===== src/rtl/mips_pc_sequencer.sv =====
// MIPS-style program counter sequencer: sequential fetch, branch/jump/jump-register
// redirects with an optional branch delay slot, synchronous exceptions and a halt trap.
module mips_pc_sequencer #(
    parameter logic [31:0] RESET_VECTOR = 32'hBFC00000,
    parameter logic [31:0] EXC_VECTOR   = 32'hBFC00380,
    parameter int          DELAY_SLOT   = 1,
    parameter logic [31:0] HALT_ADDR    = 32'h00000000
) (
    input  logic        clk,
    input  logic        rst,
    input  logic        CntEn,
    input  logic [1:0]  PCControl,
    input  logic [31:0] read_data_1,
    input  logic [31:0] signed_offset,
    input  logic [25:0] target,
    input  logic        exc_req,
    output logic [31:0] pc,
    output logic [31:0] epc,
    output logic        in_delay_slot,
    output logic        addr_err,
    output logic        halted
);

    typedef enum logic [1:0] {
        ST_SEQ   = 2'b00,
        ST_DSLOT = 2'b01,
        ST_HALT  = 2'b10
    } state_t;

    localparam logic [1:0] CTL_BRANCH = 2'b00;
    localparam logic [1:0] CTL_JUMP   = 2'b01;
    localparam logic [1:0] CTL_JR     = 2'b10;
    localparam logic [1:0] CTL_SEQ    = 2'b11;

    state_t      state_q, state_d;
    logic [31:0] pc_q, pc_d;
    logic [31:0] epc_q, epc_d;
    logic [31:0] tgt_q, tgt_d;
    logic        ids_q, ids_d;
    logic        addr_err_q, addr_err_d;
    logic        halted_q, halted_d;

    logic [31:0] pc_plus4;
    logic [31:0] redir_tgt;
    logic        jr_misaligned;
    logic        take_exc;
    logic        unused_offset_hi;

    function automatic logic [31:0] branch_target(input logic [31:0] pc_i,
                                                   input logic [15:0] off_i);
        logic [31:0] sext;
        sext = {{14{off_i[15]}}, off_i, 2'b00};
        return pc_i + 32'd4 + sext;
    endfunction

    function automatic logic [31:0] jump_target(input logic [31:0] pc_i,
                                                 input logic [25:0] idx_i);
        logic [31:0] p4;
        p4 = pc_i + 32'd4;
        return {p4[31:28], idx_i, 2'b00};
    endfunction

    assign unused_offset_hi = ^signed_offset[31:16];

    always_comb begin
        pc_plus4      = pc_q + 32'd4;
        redir_tgt     = read_data_1;
        jr_misaligned = (PCControl == CTL_JR) && (read_data_1[1:0] != 2'b00);
        case (PCControl)
            CTL_BRANCH: redir_tgt = branch_target(pc_q, signed_offset[15:0]);
            CTL_JUMP:   redir_tgt = jump_target(pc_q, target);
            default:    redir_tgt = read_data_1;
        endcase
    end

    // A misaligned jump-register target only raises an exception on an enabled advance in SEQ;
    // in DSLOT PCControl is ignored, so nothing there can fault.
    always_comb begin
        take_exc = 1'b0;
        if (state_q != ST_HALT) begin
            take_exc = exc_req ||
                       ((state_q == ST_SEQ) && CntEn && jr_misaligned);
        end
    end

    always_comb begin
        state_d    = state_q;
        pc_d       = pc_q;
        epc_d      = epc_q;
        tgt_d      = tgt_q;
        ids_d      = ids_q;
        halted_d   = halted_q;
        addr_err_d = 1'b0;

        if (take_exc) begin
            pc_d       = EXC_VECTOR;
            epc_d      = (state_q == ST_DSLOT) ? (pc_q - 32'd4) : pc_q;
            tgt_d      = 32'h0;
            ids_d      = 1'b0;
            state_d    = ST_SEQ;
            addr_err_d = (state_q == ST_SEQ) && CntEn && jr_misaligned;
        end else if (CntEn) begin
            case (state_q)
                ST_SEQ: begin
                    if (PCControl == CTL_SEQ) begin
                        pc_d = pc_plus4;
                    end else if (DELAY_SLOT != 0) begin
                        tgt_d   = redir_tgt;
                        pc_d    = pc_plus4;
                        ids_d   = 1'b1;
                        state_d = ST_DSLOT;
                    end else if (redir_tgt == HALT_ADDR) begin
                        pc_d     = HALT_ADDR;
                        halted_d = 1'b1;
                        state_d  = ST_HALT;
                    end else begin
                        pc_d = redir_tgt;
                    end
                end
                ST_DSLOT: begin
                    // The halt trap fires when the delayed redirect actually lands.
                    pc_d  = tgt_q;
                    tgt_d = 32'h0;
                    ids_d = 1'b0;
                    if (tgt_q == HALT_ADDR) begin
                        halted_d = 1'b1;
                        state_d  = ST_HALT;
                    end else begin
                        state_d = ST_SEQ;
                    end
                end
                default: begin
                    state_d = ST_HALT;
                end
            endcase
        end
    end

    always_ff @(posedge clk or posedge rst) begin
        if (rst) begin
            state_q    <= ST_SEQ;
            pc_q       <= RESET_VECTOR;
            epc_q      <= 32'h0;
            tgt_q      <= 32'h0;
            ids_q      <= 1'b0;
            addr_err_q <= 1'b0;
            halted_q   <= 1'b0;
        end else begin
            state_q    <= state_d;
            pc_q       <= pc_d;
            epc_q      <= epc_d;
            tgt_q      <= tgt_d;
            ids_q      <= ids_d;
            addr_err_q <= addr_err_d;
            halted_q   <= halted_d;
        end
    end

    assign pc            = pc_q;
    assign epc           = epc_q;
    assign in_delay_slot = ids_q;
    assign addr_err      = addr_err_q;
    assign halted        = halted_q;

endmodule


===== config.mk =====
export PLATFORM = sky130hd
export DESIGN_NAME = mips_pc_sequencer
export DESIGN_NICKNAME = d
export VERILOG_FILES = /design/src/rtl/mips_pc_sequencer.sv
export SDC_FILE = /design/constraint.sdc
export NUM_CORES = 1
export LEC_CHECK = 0
export ABC_AREA = 0
export CAP_MARGIN = 10
export CELL_PAD_IN_SITES_DETAIL_PLACEMENT = 0
export CELL_PAD_IN_SITES_GLOBAL_PLACEMENT = 2
export CORE_ASPECT_RATIO = 1.2
export CORE_MARGIN = 1.5
export CORE_UTILIZATION = 32
export DETAILED_ROUTE_END_ITERATION = 10
export PLACE_DENSITY_LB_ADDON = 0.1
export SLEW_MARGIN = 20
export SYNTH_ARGS = -nofsm -noshare
export SYNTH_HDL_FRONTEND = slang
export SYNTH_SLANG_ARGS = --single-unit

===== constraint.sdc =====
create_clock -name clk -period 7.4 [get_ports clk]
set_input_delay 0.74 -clock clk [delete_from_list [all_inputs] [get_ports clk]]
set_output_delay 0.74 -clock clk [all_outputs]
set_load 0.1 [all_outputs]

==> results of run 1 <==
## worst max-delay path, cell delays in order (launching register included)
cell                       delay (ps)
sky130_fd_sc_hd__dfrtp_1          520
sky130_fd_sc_hd__ha_1             320
sky130_fd_sc_hd__nand4_1          190
sky130_fd_sc_hd__nor3_1           650
sky130_fd_sc_hd__nand2_1          350
sky130_fd_sc_hd__nor2_1           290
sky130_fd_sc_hd__nand2_1          160
sky130_fd_sc_hd__xnor2_1          320
sky130_fd_sc_hd__ha_1             370
sky130_fd_sc_hd__a21o_1           190
sky130_fd_sc_hd__a21o_1           170
sky130_fd_sc_hd__a21oi_1          220
sky130_fd_sc_hd__o211ai_1         260
sky130_fd_sc_hd__o311ai_0         410
sky130_fd_sc_hd__nand3_1          110
## cells by family after synthesis
| group | Yosys count | share of synthesized area, % |
|---|---|---|
| multiplexers | 20 | 2.72 |
| flip-flops | 101 | 33.9 |
| XOR/XNOR | 76 | 9.09 |
| buffers and inverters | 94 | 4.86 |
| adder cells (fa/ha/maj) | 37 | 6.28 |
| AO/OA/AOI/OAI | 268 | 22.3 |
| AND/OR/NAND/NOR | 326 | 20.9 |
## power groups by stage
| stage | combinational, W | clock (W) | sequential (W) |
|---|---|---|---|
| CTS | 0.000684 | 0.000480 | 0.000656 |
| global placement | 0.000681 | 0 | 0.000666 |
| floorplan | 0.000258 | 0 | 0.000881 |
| finish | 0.000681 | 0.000473 | 0.000656 |
| detailed placement | 0.000683 | 0 | 0.000667 |
| global route | 0.000729 | 0.000502 | 0.000663 |
## final timing paths
path	from	to	cells after the start
hold / removal	epc[1]	epc[1]	1
max in group asynchronous	rst	pc[17]	3
min in group asynchronous	rst	epc[8]	2
hold reg to reg	epc[1]	epc[1]	1
setup / recovery	pc[3]	tgt_q[31]	14
setup reg to reg	pc[3]	tgt_q[31]	14
## layout by cell type (no fill, tap or decap), types with 17 or more instances in the layout
cell and n:
sky130_fd_sc_hd__dfrtp_1 92, sky130_fd_sc_hd__o21ai_0 57, sky130_fd_sc_hd__nor4_1 18, sky130_fd_sc_hd__a21oi_1 95
sky130_fd_sc_hd__xor2_1 30, sky130_fd_sc_hd__a21o_1 24, sky130_fd_sc_hd__nor2_1 89, sky130_fd_sc_hd__xnor2_1 44
sky130_fd_sc_hd__inv_1 21, sky130_fd_sc_hd__clkdlybuf4s50_1 146, sky130_fd_sc_hd__nand2_1 91, sky130_fd_sc_hd__mux2i_1 17
sky130_fd_sc_hd__ha_1 36, sky130_fd_sc_hd__nand3_1 32, sky130_fd_sc_hd__nor3_1 27
## layout make-up
type                            instances  area, um^2
Clock buffer                            9         225
Clock inverter                          7        56.3
Fill cell                            2465       13600
Inverter                               22        85.1
Multi-Input combinational cell        727        4600
Sequential cell                       101        2540
Tap cell                              315         394
Timing Repair Buffer                  156        1540
## per-stage QoR
stage                     setup WS, ps  utilization (%)  total power [W]  hold slack, ps
after floorplan                   2930                -          0.00114             468
after global placement            2710             39.7          0.00135             464
after detailed placement          2780             39.7          0.00135             473
after CTS                         2740             40.9          0.00182             500
after global routing              2310             40.9          0.00189             541
final                             2740             40.9          0.00181             507
## per-layer routing
metal	routed length [um]	up-vias	part of all wire (%)	global-route usage, %
met5	0	-	0	0
met4	444	0	1.7	5.60
met3	805	22	3.1	1.99
met2	12200	173	47	35.8
met1	12700	3436	49	31.2
li1	-	3513	-	-
## sequential cells by signal, summed over array words and instances (netlist names)
name / count
halted: 1
pc: 32
addr_err: 1
epc: 32
state_q: 2
in_delay_slot: 1
tgt_q: 32
==> flow_results.org, run 1 <==
** Status
- Run status :: completed

** Clock network
- Post-CTS setup repair buffer count :: 0
- Clock sinks :: 101
- Clock-pin slew on the worst setup and hold paths :: 80 ps
- TritonCTS created 9 clock buffers.
- TritonCTS built the clock tree.
- Clock Latency Late Sink :: 360 ps
- Clock Tree Buf Depth :: 2
- Count of hold buffers inserted by post-cts repair :: 0
- The clock tree synthesis step divided the H-tree into 3 levels.
- Gates resized, CTS repair :: 0
- The tree is rooted in a sky130_fd_sc_hd__clkbuf_16.

** Power
- Per report_power, the combinational group accounts for 37.6% of the total.
- Of the total power, the clock network draws 26.2%.
- The analysis attributes to net switching a power of 0.000768 W.
- Internal Power :: 0.00104 W
- Registers are responsible for 36.2% of the overall power.
- Largest voltage drop on the vdd net :: 0.0975 mV
- In this run the static leakage power is 3.90 nW.
- Sw Share :: 42.4%
- In this run the power density over the cells is 192 mW/mm^2.

** Setup path
- Along the worst path, the maximum fanout reaches 9.
- STA puts the critical path data arrival time at 4900 ps.
- STA classifies the critical path endpoint as a register.
- Worst setup SP type :: register
- WS Path Type :: reg -> reg
- Setup slack on the worst reg-to-reg path comes out at 2740 ps.
- STA puts the critical path data required time at 7640 ps.

** Drt
- Detailed-router iteration count before antenna repair :: 4
- First DRT Iteration DRCs :: 462
- Dividing the detail-routed via count by the number of cells gives 5.34.
- In the routed design, unresolved DRC markers number 0.
- Wirelength, routed :: 26100 um
- Across all layers, the routed design uses 7144 vias.
- In this run the remaining antenna-violating nets after routing total 0.
- WL per Instance :: 19.5 um

** Floorplanning
- Area of the core :: 0.0230 mm^2
- # IOs :: 163
- Die Y :: 171 um
- After floorplanning, the core was divided into 61 placement rows.
- Measured along the x axis, the die boundary spans 143 um.
- Die area :: 0.0243 mm^2
- The initial utilization of the core area, before any placement, comes to 32.5%.

** STA
- Setup violators final :: 0
- Clock skew on the completed layout was measured at 14.8 ps.
- The worst path in the final design needs a cycle of 4660 ps, including I/O delays and setup.
- Relative max-transition margin :: 34.0%
- Of the available clock period, the critical path in the final layout requires 63.0%.
- Max-slew violations :: 0
- Setup repair after global routing left no endpoint under its margin.
- Sum of negative setup slack :: 0 ps
- The number of failing hold endpoints at the final stage came to 0.
- Transition at the pin with the smallest max-transition slack :: 987 ps
- Based on the critical path, the design can be clocked at up to 214 MHz.

** GRT
- The via count of the first global-routing pass is 7017.
- First-pass GRT wire length :: 40900 um
- Number of antenna violations at the first check in global routing :: 0
- The total overflow left after global routing is 0.
- Largest net degree at the start of global routing :: 68
- GRT Util Overall :: 22.0%

** Synth
- Async set-or-reset flop fraction in the synthesized netlist :: 100%
- The netlist uses 65 different library cells.
- FF+latch count, synth :: 101
- During synthesis, Yosys emitted a total of 0 warnings.
- Counting flops with a built-in enable in the synthesized netlist gives 0.
- Proportion of synthesized chip area in sequential cells :: 33.9%
- After synthesis, the largest area contributor takes up 30.7% of total cell area.
- The cell area that synthesis handed to floorplanning was 0.00749 mm^2.
- Syn_nets :: 1055
- Ranked by total cell area, the synthesized netlist is headed by sky130_fd_sc_hd__dfrtp_1, sky130_fd_sc_hd__a21oi_1, sky130_fd_sc_hd__ha_1, sky130_fd_sc_hd__xnor2_1, sky130_fd_sc_hd__nand2_1.
- Synth Flop Type :: sky130_fd_sc_hd__dfrtp_1
- Synthesis produced 922 cells.
- The biggest area contributor in the post-synthesis netlist is sky130_fd_sc_hd__dfrtp_1.
- Most common library cells after synthesis :: sky130_fd_sc_hd__a21oi_1, sky130_fd_sc_hd__dfrtp_1, sky130_fd_sc_hd__nand2_1
- Most frequent cell after synthesis :: sky130_fd_sc_hd__a21oi_1
- After synthesis, the mean cell area works out to 8.12 um^2.

** Final layout
- The repair_antennas step left the layout with diodes totalling 0.
- Summed area of non-filler cells in the final layout :: 0.00944 mm^2
- Fraction of layout cells with a size suffix above 1 :: 4.79%
- The area growth from synthesis to layout is 26.0%.
- For this run, the post-layout net count is 1150.
- Non-filler instance count after layout :: 1337

** Place
- The number of placed instances, taps included, is 1321.
- After detailed placement, the total cell area comes to 0.00915 mm^2.
- Count of input and output buffers :: 146
- Final GP Congestion :: 0.819
- Detailed placement finished with a half-perimeter wire length of 19900 um.

** Job
- Number of max-cap violations :: 0

** Worst hold path
- Worst hold-check path type :: reg -> reg
Note: power is estimated with default switching activity, not from simulation.
==> run 2: changes to the inputs <==
--- a/config.mk
+++ b/config.mk
@@ -11,7 +11,7 @@
 export CELL_PAD_IN_SITES_GLOBAL_PLACEMENT = 2
 export CORE_ASPECT_RATIO = 1.2
 export CORE_MARGIN = 1.5
-export CORE_UTILIZATION = 32
+export CORE_UTILIZATION = 27
 export DETAILED_ROUTE_END_ITERATION = 10
 export PLACE_DENSITY_LB_ADDON = 0.1
 export SLEW_MARGIN = 20
==> constraint.sdc (replaced) <==
create_clock -name clk -period 3.8 [get_ports clk]
set_input_delay 0.38 -clock clk [delete_from_list [all_inputs] [get_ports clk]]
set_output_delay 0.38 -clock clk [all_outputs]
set_load 0.1 [all_outputs]
==> flow_results.org, run 2 (same netlist as run 1, synthesis figures left out) <==
** Status
- The flow ran to the end, and the final reports show no timing, DRC or antenna violations.

** Drt
- For this run, the detailed router's first-pass iteration total came to 5.
- After detailed routing, the average wire length per cell comes to 19.1 um.
- The detail route stage leaves a number of antenna-violating nets equal to 0.
- Detail Route met2 WL :: 13000 um
- In the routed layout, each cell is associated on average with a via count of 5.07.
- Routed length on met3 :: 896 um
- Top routing layer in use :: met4
- First DRT Iteration DRCs :: 357
- The detailed router put a total of 13800 um of wire on met1.
- After detailed routing, the number of remaining DRC violations is 0.
- Wirelength, routed :: 28300 um
- Via count of the routed design :: 7507

** STA
- Max-slew violations :: 0
- Final critical delay including setup and external delays :: 3570 ps
- Across all hold checks on the routed design, the worst slack comes to 510 ps.
- Relative max-transition margin :: 33.9%
- Setup violators final :: 0
- Clock skew on the completed layout was measured at 12.7 ps.
- Unrepaired setup endpoints after global routing :: yes
- Of the available clock period, the critical path in the final layout requires 94.1%.
- At the pin with the least slew margin, the transition time is 988 ps.
- The number of failing hold endpoints at the final stage was 0.
- Highest attainable clock frequency :: 280 MHz
- For the final routed database, the setup TNS stands at 0 ps.

** GRT
- Number of antenna violations at the first check in global routing :: 0
- The first global-routing pass estimated 43700 um of wire.
- GRT Util Overall :: 20.2%
- Grt ovf :: 0
- The via count of the first global-routing pass was 7305.
- Largest net degree at the start of global routing :: 66

** Clock network
- Clock tree synthesis inserted a total of 9 buffers.
- H-tree lvl count :: 3
- Clock tree from TritonCTS :: yes
- No sink is reached through more buffers than the 2 on the longest clock path.
- The number of hold buffers added after CTS was 0.
- Clock tree synthesis found a total of 101 sinks.
- Clock-pin slew was measured on the worst setup and hold paths at 80 ps.
- Clock Latency Late Sink :: 360 ps
- Clk root buf :: sky130_fd_sc_hd__clkbuf_16

** Power
- In this run the static leakage power is 4.51 nW.
- Pwr Total :: 0.00372 W
- VDD sags by at most 0.213 mV.
- Ratio of total power to cell area :: 353 mW/mm^2

** Setup path
- Data on the critical path is required at its endpoint by 4040 ps.
- Top Family by Delay on Critical Path :: compound AO/OA/AOI/OAI gates
- The critical path is of the reg -> reg type.
- Data arrival time at the worst-slack endpoint :: 3820 ps
- Worst setup SP type :: register
- The critical path contains buffers and inverters numbering 3 combined.
- The critical path goes through nand2_1 > or4_1 > buf_4 > nor3_1 > xor2_1 > buf_4 > ha_1 > a21o_1 > a31oi_1 > nand2_1 > nor4_4 > buf_4 > o31ai_2 > a41oi_2 > o311ai_0.
- Crit path max-delay cell type :: sky130_fd_sc_hd__or4_1
- Critical path peak fanout :: 5
- By instance count, the cell type seen most on the critical path is sky130_fd_sc_hd__buf_4.
- STA classifies the critical path endpoint as a register.
- In this design, the stage delay of the slowest critical-path cell is 580 ps.

** Final layout
- 0 antenna diodes ended up in the layout.
- Most common cell after layout, fill and taps aside :: sky130_fd_sc_hd__clkdlybuf4s50_1
- Syn-to-layout area delta :: 40.8%
- In the layout the commonest cells are sky130_fd_sc_hd__clkdlybuf4s50_1, sky130_fd_sc_hd__buf_4, sky130_fd_sc_hd__a21oi_1, sky130_fd_sc_hd__nand2_1, sky130_fd_sc_hd__nor2_1.
- After the last flow step, the layout net total stands at 1268.
- Counting the fill cells in the layout gives 2825.
- In the final layout, flip-flops and latches occupy 0.00256 mm^2.
- In the final layout, the multi-input gates occupy 0.00473 mm^2.
- Of the cells placed in the final design, the portion with a size suffix greater than 1 is 17.2%.

** Floorplanning
- After floorplanning, the core was sized to cover 0.0272 mm^2.
- The floorplan step defined a die boundary enclosing 0.0287 mm^2.
- # IOs :: 163
- From left edge to right edge, the die measures 155 um.
- Effective utilization at floorplan :: 27.6%
- Measured along the y axis, the die boundary spans 185 um.
- Floorplan row count :: 66

** Place
- Port buffering added 146 buffers.
- Final GP Congestion :: 0.863
- Detailed placement finished with a half-perimeter wire length of 22300 um.

** Worst hold path
- The min-delay analysis places its worst path in the category reg -> reg.

** Job
- Number of max-cap violations :: 0
## run 2: cell types whose count changed in the layout (fill, tap and decap cells not counted), moves of 3 or more
cell	change
sky130_fd_sc_hd__buf_4	+117
sky130_fd_sc_hd__dfrtp_1	-14
sky130_fd_sc_hd__dfrtp_2	+14
sky130_fd_sc_hd__a21oi_1	-4
sky130_fd_sc_hd__a21oi_2	+3
sky130_fd_sc_hd__inv_6	-3
sky130_fd_sc_hd__nor3_1	-3
## run 2: what timing repair did
| item | in CTS | in global routing |
|---|---|---|
| cloned | 0 | 0 |
| setup buffers | 0 | 2 |
| pin swaps | 0 | 4 |
| resized for setup | 1 | 17 |
| endpoints found under the setup margin | 1 | 10 |
## run 2: where the power goes
part | switching, W | internal [W] | total, W
sequential | 0.0000896 | 0.00117 | 0.00126
clock | 0.000436 | 0.000577 | 0.00101
combinational | 0.000972 | 0.000474 | 0.00145
total | 0.00150 | 0.00222 | 0.00372
## run 2: worst paths after layout
kind / endpoint / startpoint / cells after the start / slack, ps
worst max-delay path: tgt_q[30] / pc[2] / 15 / 230
worst min-delay path: epc[0] / epc[0] / 1 / 510
worst max register to register: tgt_q[30] / pc[2] / 15 / 230
worst min register to register: epc[0] / epc[0] / 1 / 510
max in group asynchronous: pc[29] / rst / 3 / 2450
min in group asynchronous: epc[14] / rst / 2 / 550
## run 2: final cells by class
class                      count  area share (%)
clock buffer                  10            2.17
clock inverter                 6           0.830
inverter                      22           0.807
multi-input combinational    727            44.8
sequential                   101            24.2
tap                          340            4.03
timing repair buffer         274            23.1
## run 2: through the flow
| step | cells | worst slack [ps] | util, % | instance area [um^2] |
|---|---|---|---|---|
| floorplan | 922 | 26.2 | - | 7570 |
| global placement | 1462 | -19.7 | 37.2 | 10100 |
| detailed placement | 1462 | 30.0 | 37.2 | 10100 |
| CTS | 1478 | 48.1 | 38.4 | 10400 |
| global route | 1480 | -22.9 | 38.8 | 10500 |
| finish | 1480 | 225 | 38.8 | 10500 |
## run 2: layer usage
layer  vias up  track usage (%)
met5         -                0
met4         0             6.85
met3        36             1.97
met2       178             32.4
met1      3544             28.3
li1       3749                -
